File: config.mk
export PLATFORM = sky130hd
export DESIGN_NAME = dds_sweep_ctrl
export DESIGN_NICKNAME = d
export VERILOG_FILES = /design/src/rtl/dds_sweep_ctrl.sv
export SDC_FILE = /design/constraint.sdc
export NUM_CORES = 1
export LEC_CHECK = 0
export CORE_ASPECT_RATIO = 1.5
export CORE_MARGIN = 4
export CORE_UTILIZATION = 25
export DETAILED_ROUTE_END_ITERATION = 10
export HOLD_SLACK_MARGIN = 0.02
export SETUP_SLACK_MARGIN = 0.05
export SLEW_MARGIN = 20
export SYNTH_ARGS = -nofsm -noshare
export SYNTH_HDL_FRONTEND = slang
export SYNTH_SLANG_ARGS = --single-unit
export TNS_END_PERCENT = 30
File: constraint.sdc
create_clock -name clk -period 13.8 [get_ports clk]
set_input_delay 2.76 -clock clk [delete_from_list [all_inputs] [get_ports clk]]
set_output_delay 2.76 -clock clk [all_outputs]
set_load 0.01 [all_outputs]
File: src/rtl/dds_sweep_ctrl.sv
// Frequency-sweep sequencer for the DDS generator.
// Steps fword from f_start to f_stop in f_step increments, holding each point
// for a programmable dwell, and optionally restarts after the last point.
module dds_sweep_ctrl #(
  parameter int FW_W    = 32,
  parameter int PW_W    = 11,
  parameter int DWELL_W = 24,
  parameter int IDX_W   = 16
) (
  input  logic               clk,
  input  logic               rst,
  input  logic               start,
  input  logic               abort,
  input  logic               cont,
  input  logic [FW_W-1:0]    f_start,
  input  logic [FW_W-1:0]    f_stop,
  input  logic [FW_W-1:0]    f_step,
  input  logic [DWELL_W-1:0] dwell,
  input  logic [PW_W-1:0]    pword_in,
  output logic [FW_W-1:0]    fword,
  output logic [PW_W-1:0]    pword,
  output logic               dds_en,
  output logic               busy,
  output logic               step_tick,
  output logic [IDX_W-1:0]   step_idx,
  output logic               done
);

  typedef enum logic [1:0] {IDLE, RUN, FIN} state_t;

  state_t             state;
  logic [FW_W-1:0]    start_r, stop_r, step_r;
  logic [DWELL_W-1:0] dwell_last;   // last counter value of a point (dwell 0 acts as 1)
  logic [DWELL_W-1:0] cnt;
  logic               cont_r;

  logic [FW_W:0]      nxt;
  logic               adv;
  logic               expire;

  // Next point is computed one bit wider so overflow past 2^FW_W ends the sweep
  assign nxt    = {1'b0, fword} + {1'b0, step_r};
  assign adv    = (step_r != '0) && (nxt <= {1'b0, stop_r});
  assign expire = (cnt == dwell_last);

  // Sweep FSM with registered outputs; abort overrides everything
  always_ff @(posedge clk or negedge rst) begin
    if (!rst) begin
      state      <= IDLE;
      start_r    <= '0;
      stop_r     <= '0;
      step_r     <= '0;
      dwell_last <= '0;
      cnt        <= '0;
      cont_r     <= 1'b0;
      fword      <= '0;
      pword      <= '0;
      dds_en     <= 1'b0;
      busy       <= 1'b0;
      step_tick  <= 1'b0;
      step_idx   <= '0;
      done       <= 1'b0;
    end else begin
      step_tick <= 1'b0;
      done      <= 1'b0;
      if (abort) begin
        state  <= IDLE;
        dds_en <= 1'b0;
        busy   <= 1'b0;
      end else begin
        case (state)
          IDLE: if (start) begin
            start_r    <= f_start;
            stop_r     <= f_stop;
            step_r     <= f_step;
            dwell_last <= (dwell == '0) ? '0 : dwell - DWELL_W'(1);
            cont_r     <= cont;
            fword      <= f_start;
            pword      <= pword_in;
            dds_en     <= 1'b1;
            busy       <= 1'b1;
            step_idx   <= '0;
            step_tick  <= 1'b1;
            cnt        <= '0;
            state      <= RUN;
          end
          RUN: begin
            if (!expire) begin
              cnt <= cnt + DWELL_W'(1);
            end else if (adv) begin
              fword     <= nxt[FW_W-1:0];
              step_idx  <= step_idx + IDX_W'(1);
              step_tick <= 1'b1;
              cnt       <= '0;
            end else if (cont_r) begin
              fword     <= start_r;
              step_idx  <= '0;
              step_tick <= 1'b1;
              cnt       <= '0;
            end else begin
              state  <= FIN;
              done   <= 1'b1;
              dds_en <= 1'b0;
              busy   <= 1'b0;
            end
          end
          FIN:     state <= IDLE;
          default: state <= IDLE;
        endcase
      end
    end
  end

endmodule

==> results.txt <==
Port Buffers - 198
post-synthesis cell count - 1448
syn avg cell area - 8.43 um2
flop2flop setup slack - 7.21 ns
complex-gate fraction of the synthesized area - 18.1%
CTS tree - built
hold path depth - 2
hold path startpoint - start_r[21]$_DFFE_PN0P_
post-route antenna net violation count - 0
Worst Hold End - start_r[21]$_DFFE_PN0P_
Starting DRT DRC Count - 680
highest clock rate - 0.152 GHz
post-synthesis net count - 1652
Worst EP required - 14.21 ns
final instance area - 0.0157 mm2
status - complete, no violations
first-pass GRT wire length - 63400 um
fin nets - 1822
critical-path cell list - ha_1 > a21o_1 > and4_1 > o21a_1 > a211o_1 > a21oi_1 > a21oi_1 > or3_1 > and2_1 > ha_1 > nand4_1 > nor4_1 > nand4_1 > o211a_1 > o31ai_1 > a221oi_4 > buf_4 > a41oi_4 > clkinv_2 > o21ai_0 > o21ai_0
Post-Synth Simple-Gate Area - 23.0%
Top Family by Delay on Critical Path - compound AO/OA/AOI/OAI gates
cts hold-fix bufs - 0
count of pins over their slew limit - 0
via count - 11000
leakage - 7.00 nW
CTS buffer count - 25
CP Max Fanout - 55
dpl hpwl - 29600 um
Clock transition at path regs - 0.07 ns
FF+latch count, synth - 209
critical path type - flop to flop
initial core utilization - 25.4%
Layout area overhead - 28.7%
Post-CTS Resized - 0
WP buf/inv - 2
gpl congestion - 0.898
CTS max path bufs - 3
Placed Area - 0.0149 mm2
Die ar. - 0.0525 mm2
row cnt - 98
number of setup buffers added after CTS - 0
Least-Margin Pin Slew - 0.934 ns
largest family of logic cells by synthesized area - simple AND/OR/NAND/NOR gates
relative slew slack - 37.7%
clk sinks - 209
XOR/XNOR Fraction of Synth Area - 5.02%
die width - 188 um
First-pass DRT Iterations - 5
setup TNS - 0 ns
placed insts - 2241
post-synth cell types - 67
Slowest cell on crit path - clkinv_2
Cell Area, Synth - 0.0122 mm2
Routed WL - 40500 um
Tot GR Track Use - 15.0%
reg-to-reg endpoint - fword[5]$_DFFE_PN0P_
fillers - 5100
max_cap viols - 0
Root Buffer Master - clkbuf_16
unrepaired setup endpoints after global routing - false
dpl ws - 7.24 ns
vias in the first global route - 11200
Ant. Diodes - 0
post-route non-filler standard cell count - 2285
Final Hold Viols - 0
mux cell area share after synthesis - 0.164%
worst setup margin - 7.21 ns
main flop type after synthesis - dfrtp_1
asr flop ratio synth - 100%
Core ar. - 0.0481 mm2
post-route clock skew - 0.0147 ns
hold crit path type - flop to flop
largest net degree at the start of global routing - 79
cell type with the largest total area after synthesis - dfrtp_1
Final Critical Period - 6.59 ns
adder-cell share of the synthesized area - 7.03%
Worst EP arrival - 7.00 ns
Peak VDD IR - 0.129 mV
Clock Latency Late Sink - 0.54 ns
CTS H-Tree Depth - 1
Power, Total - 0.00260 W
DR WL/cell - 17.7 um
Post-synth EDFFs - 0
post-synthesis sequential area ratio - 42.8%
Residual DRC - 0
die height - 279 um
final setup fails - 0
largest cells by area after synthesis - dfrtp_1 (43%), nand2_1 (12%), ha_1 (6.9%), o21ai_0 (6.2%), a21oi_1 (3.1%)
startpoint class of the critical path - flop
crit end category - flop
Critical R2R Launch - fword[1]$_DFFE_PN0P_
most frequent cells in the layout - nand2_1 (385), dfrtp_1 (209), clkdlybuf4s50_1 (197), o21ai_0 (151), a21oi_1 (75)
I/O pins - 199
Remaining Overflow, GRT - 0
top cell type's share of synthesized area - 42.8%
final worst-path cycle share - 47.8%
vias per cell - 4.79
initial antenna violation count - 0
pwr dens - 166 mW/mm2
commonest non-fill, non-tap cell in the layout - nand2_1
share of cells above drive strength 1 - 4.16%
R2R cell count - 21
crit-path max cell delay - 0.71 ns
Synth warnings - 0
==> Yosys cell counts, types with 5 or more instances <==
cell type / n
nor3b_1: 11
a31oi_1: 6
ha_1: 67
o21ai_0: 151
and3_1: 16
and2_1: 24
nor2_1: 44
or4_1: 18
dfrtp_1: 209
o31ai_1: 21
o21a_1: 11
nor2b_1: 5
nand3_1: 26
o211ai_1: 7
nand2b_1: 8
xor2_1: 35
clkbuf_1: 50
nand4_1: 19
or3_1: 15
nand2_1: 385
nor3_1: 18
a21o_1: 27
buf_2: 12
a21oi_1: 75
xnor2_1: 35
nor4_1: 18
a211oi_1: 26
inv_1: 53
==> kinds of logic (layout without fill, tap and decap cells) <==
kind of cell	Yosys count	after routing
AND/OR/NAND/NOR	618	618
AO/OA/AOI/OAI	360	360
flip-flops	209	209
buffers and inverters	121	308
XOR/XNOR	70	70
adder cells (fa/ha/maj)	68	68
multiplexers	2	2
==> registers in the layout, summed over array words and instances (netlist names) <==
name        flops
dwell_last     24
cnt            24
pword          11
busy            1
start_r        32
state           2
step_r         32
stop_r         32
done            1
cont_r          1
fword          32
step_tick       1
step_idx       16
==> routing by layer <==
layer / part of all wire, % / global-route usage, % / up-vias
li1: - / - / 5372
met1: 40 / 17.8 / 5248
met2: 52 / 27.3 / 270
met3: 5.3 / 2.65 / 61
met4: 2.9 / 5.12 / 0
met5: 0 / 0 / -
==> worst min-delay path: cells and delay by family, from the launching register on <==
family	cells	cell delay [ns]
AND/OR/NAND/NOR	2	0.10
flip-flops	1	0.34
==> power by group <==
group          leakage (nW)  switching [W]  internal (W)
clock                 0.416       0.000275      0.000424
combinational          3.93       0.000664      0.000451
sequential             2.65      0.0000822      0.000709
==> cell type report <==
cell class	count	area (um2)	share of cell area, %
Multi-Input combinational cell	1118	6540	41.6
Sequential cell	209	5230	33.3
Timing Repair Buffer	210	2080	13.2
Tap cell	650	813	5.17
Clock buffer	32	682	4.34
Inverter	54	204	1.30
Clock inverter	12	173	1.10
==> worst max-delay path by stage <==
stage | from | to | slack (ns) | cells after the start
2_1_floorplan | dwell[4] | dwell_last[10]$_DFFE_PN0P_ | 8.62 | 10
3_3_place_gp | fword[1]$_DFFE_PN0P_ | step_idx[11]$_DFFE_PN0P_ | 7.48 | 20
3_5_place_dp | fword[1]$_DFFE_PN0P_ | step_idx[9]$_DFFE_PN0P_ | 7.24 | 20
4_1_cts | fword[1]$_DFFE_PN0P_ | step_idx[9]$_DFFE_PN0P_ | 7.18 | 20
5_1_grt | fword[1]$_DFFE_PN0P_ | fword[17]$_DFFE_PN0P_ | 6.56 | 21
6_report | fword[1]$_DFFE_PN0P_ | fword[5]$_DFFE_PN0P_ | 7.21 | 21
==> through the flow <==
step | hold slack (ns) | util, %
4_1_cts | 0.471 | 32.7
2_1_floorplan | 0.437 | -
6_report | 0.470 | 32.7
5_1_grt | 0.497 | 32.7
3_5_place_dp | 0.454 | 30.9
3_3_place_gp | 0.450 | 30.9
Note: power is estimated with default switching activity, not from simulation.
